==> src/rtl/syscall_issue_queue.sv <==
// Syscall issue queue: in-order buffer between register read and the syscall unit.
// Latency: accept into an empty idle queue -> ISSUE on the next clock; each issue is followed by a blanking cycle.
// Backpressure: req_ready drops when the queue is full, after an exit is accepted, or while in reset; the sender holds its request.

// Generic FIFO with an occupancy count.
// Latency: a pushed entry is visible on rdat the cycle after the push.
// Backpressure: push while full and pop while empty are ignored; callers gate with full/empty.
module sync_fifo #(
  parameter int WIDTH = 8,
  parameter int DEPTH = 4,
  parameter int PTR_W = 2
) (
  input  logic             clk,
  input  logic             reset,
  input  logic             push,
  input  logic [WIDTH-1:0] wdat,
  input  logic             pop,
  output logic [WIDTH-1:0] rdat,
  output logic [PTR_W:0]   count,
  output logic             full,
  output logic             empty
);

  localparam logic [PTR_W:0] DEPTH_C = (PTR_W+1)'(DEPTH);

  logic [WIDTH-1:0] mem [DEPTH];
  logic [PTR_W-1:0] wr_ptr;
  logic [PTR_W-1:0] rd_ptr;
  logic             do_push;
  logic             do_pop;

  assign full    = (count == DEPTH_C);
  assign empty   = (count == '0);
  assign do_push = push && !full;
  assign do_pop  = pop && !empty;
  assign rdat    = mem[rd_ptr];

  // Storage array; contents need no reset because count gates every read.
  always_ff @(posedge clk) begin
    if (do_push) begin
      mem[wr_ptr] <= wdat;
    end
  end

  // Pointers wrap naturally at DEPTH; count tracks simultaneous push/pop as no change.
  always_ff @(posedge clk or negedge reset) begin
    if (!reset) begin
      wr_ptr <= '0;
      rd_ptr <= '0;
      count  <= '0;
    end else begin
      if (do_push) begin
        wr_ptr <= wr_ptr + 1'b1;
      end
      if (do_pop) begin
        rd_ptr <= rd_ptr + 1'b1;
      end
      case ({do_push, do_pop})
        2'b10:   count <= count + 1'b1;
        2'b01:   count <= count - 1'b1;
        default: count <= count;
      endcase
    end
  end

endmodule

// Syscall issue queue top: filters, buffers and replays syscall requests.
// Latency: one cycle from accept into an empty idle queue to ISSUE; at most one issue every two cycles.
// Backpressure: req_ready = in reset ? 0 : (not full && no exit pending); refused requests stay with the sender.
module syscall_issue_queue #(
  parameter int          DEPTH  = 4,
  parameter int          PTR_W  = 2,
  parameter logic [31:0] SYS_ID = 32'd26
) (
  input  logic        clk,
  input  logic        reset,
  input  logic        req_valid,
  output logic        req_ready,
  input  logic [31:0] req_instr_id,
  input  logic [31:0] req_code,
  input  logic [31:0] req_arg1,
  input  logic [31:0] req_arg2,
  input  logic [31:0] req_arg3,
  input  logic [31:0] req_arg4,
  output logic [31:0] instr_ID,
  output logic [31:0] rs,
  output logic [31:0] rt1,
  output logic [31:0] rt2,
  output logic [31:0] rt3,
  output logic [31:0] rt4,
  output logic        busy,
  output logic        exit_pending,
  output logic [7:0]  drop_count
);

  typedef struct packed {
    logic [31:0] code;
    logic [31:0] arg1;
    logic [31:0] arg2;
    logic [31:0] arg3;
    logic [31:0] arg4;
  } entry_t;

  typedef enum logic [1:0] {
    IDLE  = 2'd0,
    ISSUE = 2'd1,
    GAP   = 2'd2,
    HALT  = 2'd3
  } state_t;

  state_t          state;
  entry_t          push_entry;
  entry_t          head;
  logic [PTR_W:0]  count;
  logic            full;
  logic            empty;
  logic            accept;
  logic            is_sys;
  logic            code_bad;
  logic            code_keep;
  logic            push;
  logic            drop;
  logic            pop;

  // Codes 0 and above 8 are illegal; code 3 is a nop that is swallowed silently.
  assign accept     = req_valid && req_ready;
  assign is_sys     = (req_instr_id == SYS_ID);
  assign code_bad   = (req_code == 32'd0) || (req_code > 32'd8);
  assign code_keep  = !code_bad && (req_code != 32'd3);
  assign push       = accept && is_sys && code_keep;
  assign drop       = accept && is_sys && code_bad;
  assign pop        = (state == ISSUE);
  assign push_entry = '{req_code, req_arg1, req_arg2, req_arg3, req_arg4};

  // Ready is forced low while reset is held so every output reads 0 in reset.
  assign req_ready = reset && !full && !exit_pending;
  assign busy      = (count != '0) || (state != IDLE);

  sync_fifo #(
    .WIDTH ($bits(entry_t)),
    .DEPTH (DEPTH),
    .PTR_W (PTR_W)
  ) u_fifo (
    .clk   (clk),
    .reset (reset),
    .push  (push),
    .wdat  (push_entry),
    .pop   (pop),
    .rdat  (head),
    .count (count),
    .full  (full),
    .empty (empty)
  );

  // Exit latch: set on the edge that enqueues a code-2 request, cleared only by reset.
  always_ff @(posedge clk or negedge reset) begin
    if (!reset) begin
      exit_pending <= 1'b0;
    end else if (push && (req_code == 32'd2)) begin
      exit_pending <= 1'b1;
    end
  end

  // Saturating count of requests rejected for an illegal code.
  always_ff @(posedge clk or negedge reset) begin
    if (!reset) begin
      drop_count <= 8'd0;
    end else if (drop && (drop_count != 8'hFF)) begin
      drop_count <= drop_count + 8'd1;
    end
  end

  // Issue FSM with registered outputs; the head entry is presented in ISSUE and popped as ISSUE ends.
  always_ff @(posedge clk or negedge reset) begin
    if (!reset) begin
      state    <= IDLE;
      instr_ID <= 32'd0;
      rs       <= 32'd0;
      rt1      <= 32'd0;
      rt2      <= 32'd0;
      rt3      <= 32'd0;
      rt4      <= 32'd0;
    end else begin
      case (state)
        IDLE, GAP: begin
          if (!empty) begin
            state    <= ISSUE;
            instr_ID <= SYS_ID;
            rs       <= head.code;
            rt1      <= head.arg1;
            rt2      <= head.arg2;
            rt3      <= head.arg3;
            rt4      <= head.arg4;
          end else begin
            state    <= IDLE;
            instr_ID <= 32'd0;
          end
        end
        ISSUE: begin
          // An exit keeps instr_ID asserted and rs=2 forever; anything else blanks for one cycle.
          if (rs == 32'd2) begin
            state <= HALT;
          end else begin
            state    <= GAP;
            instr_ID <= 32'd0;
          end
        end
        HALT: begin
          state <= HALT;
        end
        default: begin
          state    <= IDLE;
          instr_ID <= 32'd0;
        end
      endcase
    end
  end

endmodule
==> config.mk <==
export PLATFORM = sky130hd
export DESIGN_NAME = syscall_issue_queue
export DESIGN_NICKNAME = d
export VERILOG_FILES = /design/src/rtl/syscall_issue_queue.sv
export SDC_FILE = /design/constraint.sdc
export NUM_CORES = 1
export LEC_CHECK = 0
export CORE_MARGIN = 2
export CORE_UTILIZATION = 44
export CTS_CLUSTER_DIAMETER = 30
export DETAILED_ROUTE_END_ITERATION = 10
export PLACE_DENSITY = 0.73
export RECOVER_POWER = 50
export SKIP_LAST_GASP = 1
export SYNTH_ARGS = -nofsm -noshare
export SYNTH_HDL_FRONTEND = slang
export SYNTH_HIERARCHICAL = 1
export SYNTH_SLANG_ARGS = --single-unit
==> constraint.sdc <==
create_clock -name clk -period 17.8 [get_ports clk]
set_clock_uncertainty 0.15 [all_clocks]
set_input_delay 3.56 -clock clk [delete_from_list [all_inputs] [get_ports clk]]
set_output_delay 3.56 -clock clk [all_outputs]
set_load 0.05 [all_outputs]
==> impl_metrics.ini <==
[status]
status = finished with violations
violations = max-capacitance violations, max-slew violations

[logic_synthesis]
syn_avg_cell_area_sq_um = 22.75
synthesis.area_sq_um = 30440
synth-seq-area-share_pct = 77.85
yosysUniqueCellTypes = 37
syn_inst = 1338
synth_async_sr_flop_share_pct = 21.86
ys.flop_type = edfxtp_1
ys_warn_count = 6
synth_edf_count = 640
synth-seq-cells = 819

[critical_path]
crit_buf_inv = 2
path_cells = clkbuf_1, nor3b_1, clkdlybuf4s50_1
slowest_delay_ps = 1220
cp-start-kind = input pin
cpMaxStageDelayCell = clkbuf_1
critical_path_class = in -> out
end_kind = output port
cp.required_ps = 14090
cp.arrival_ps = 6200
path_max_fanout = 21
critPathTopFamily = buffers and inverters

[die]
fp.dieW_um = 267.0
rows = 96
die_h_um = 267.0
coreArea_sq_um = 68590
dieArea_sq_um = 71310
ioPinCount = 398
initial_core_util_pct = 44.38

[cells_and_area]
layout_commonest_cell = edfxtp_1
nets = 2018
layout-drive-gt1-share_pct = 29.93
area_delta_synth_final_pct = 31.58
final_cell_area_sq_um = 40060
layout_common_cells = edfxtp_1, clkdlybuf4s50_1, dfrtp_1

[min_path]
worst_hold_path_type = reg -> reg

[global_routing]
grt_pass1_wl_mm = 98.66
overflow = 0
grt_antenna_before_repair = 18
grt_max_degree = 67
grt_usage_pct = 18.71
grt_pass1_vias = 16240

[placed_design]
placed_area_sq_um = 35020
hpwl_mm = 37.42
gp_congestion = 0.7681
portBuffers = 368
dp_slack_ps = 8869

[clock_tree]
h-tree-depth = 4
root_buffer = clkbuf_16
cts_tree = done
clkSlewWorstSetupHoldPaths_ps = 50
clkLatencyLatePin_ps = 710
clock-sinks = 819
post_cts_buffers = 0
ctsResizeCount = 0
cts_inserted_buffers = 146
clock_path_buffers = 3
ctsHoldBuffers = 0

[timing]
slew_viol_final = 297
slew_headroom_pct = -161.5
setup_tns_ps = 0
grt_setup_unrepaired = false
setup_viol = 0
setup_slack_ps = 7895
period_share_pct = 55.65
period_needed_ps = 9905
hold_viol = 0
worst_slew_pin_slew_ps = 3923
clock.fmax_mhz = 101.0

[routing]
drt_pre_antenna_iters = 7
vias_per_cell = 5.231
drt_iter0_drc = 1157
antenna_left = 0
drcViolationCount = 0
finalWirelength_mm = 65.63
via_count = 15050
wl_per_cell_um = 22.81

[power]
p_leak_nw = 13.71
power.total_mw = 4.928
power_density_nw_per_um2 = 123.0
max-vdd-ir-drop_mv = 0.1184

[flow_run]
max_cap_violations = 8
-- cell usage after synthesis, types with 9 or more instances --
library cell | count | area [sq um]
buf_6 | 10 | 112.6
xnor2_1 | 10 | 87.58
nand3_1 | 10 | 50.05
buf_4 | 32 | 240.2
nor4_1 | 21 | 131.4
clkbuf_1 | 15 | 56.30
dfrtp_1 | 179 | 4479
edfxtp_1 | 640 | 19220
buf_2 | 29 | 145.1
mux2_2 | 161 | 1813
mux4_2 | 160 | 3603
nor2_1 | 9 | 33.78
-- worst register-to-register path: cells and delay by family (launching register included) --
family | cells | cell delay (ps)
buffers and inverters | 2 | 5830
DFF | 1 | 2050
muxes | 2 | 1110
-- final timing paths --
kind                                        from               end  slack, ps  depth (start not counted)
max in group asynchronous                  reset  u_fifo/rd_ptr[1]       9790                          3
worst max-delay path                       reset         req_ready       7890                          3
worst max register to register  u_fifo/rd_ptr[0]           rt3[20]       8560                          4
worst min register to register          state[0]          state[1]        330                          0
worst min-delay path                    state[0]          state[1]        330                          0
min in group asynchronous                  reset           rt3[10]       3150                          1
-- final cells by class --
cell class / count / area, sq um
Antenna cell: 5 / 12.51
Clock buffer: 171 / 3839
Clock inverter: 102 / 1221
Fill cell: 4879 / 28530
Inverter: 7 / 26.28
Multi-Input combinational cell: 454 / 6286
Sequential cell: 819 / 23700
Tap cell: 931 / 1165
Timing Repair Buffer: 388 / 3805
-- metrics by stage --
step	utilization (%)	hold WS, ps	instances
after global routing	58.39	342.6	2873
final	58.40	330.7	2877
after global placement	51.06	309.2	2599
after floorplan	-	322.8	1366
after detailed placement	51.06	318.7	2599
after CTS	58.44	330.7	2872
-- flip-flops by register name, summed over array words and instances (netlist names) --
name and count:
exit_pending 1, drop_count 8, rs 32, instr_ID 1, u_fifo/rd_ptr 2, rt2 32, rt1 32, u_fifo/wr_ptr 2
u_fifo/mem 640, state 2, u_fifo/count 3, rt4 32, rt3 32
-- report_power, final --
| part | switching [mW] | internal [mW] | leakage, nW | total [mW] |
|---|---|---|---|---|
| Sequential | 0.0000000000337 | 2.07 | 7.87 | 2.07 |
| Combinational | 0.0478 | 0.0317 | 3.44 | 0.0796 |
| Clock | 0.967 | 1.81 | 2.40 | 2.78 |
-- routing by layer --
metal  vias up  share of wire, %  GRT usage (%)
met3       120               7.3          5.646
li1       6446                 -              -
met5         -              0.20              0
met4        20               1.8          6.180
met1      7918                40          23.82
met2       546                51          30.79
-- logic make-up (layout without fill, tap and decap cells) --
family          after synthesis  after routing  synth area share (%)
simple gates                 76             76                 1.517
buf+inv                      93            668                 1.907
compound gates                5              5                0.1274
xor+xnor                     14             14                0.4028
mux                         323            323                 17.88
other cells                   1             34               0.01232
fa+ha+maj                     7              7                0.3124
flops                       819            819                 77.85
Power figures use the tool's default switching activity.
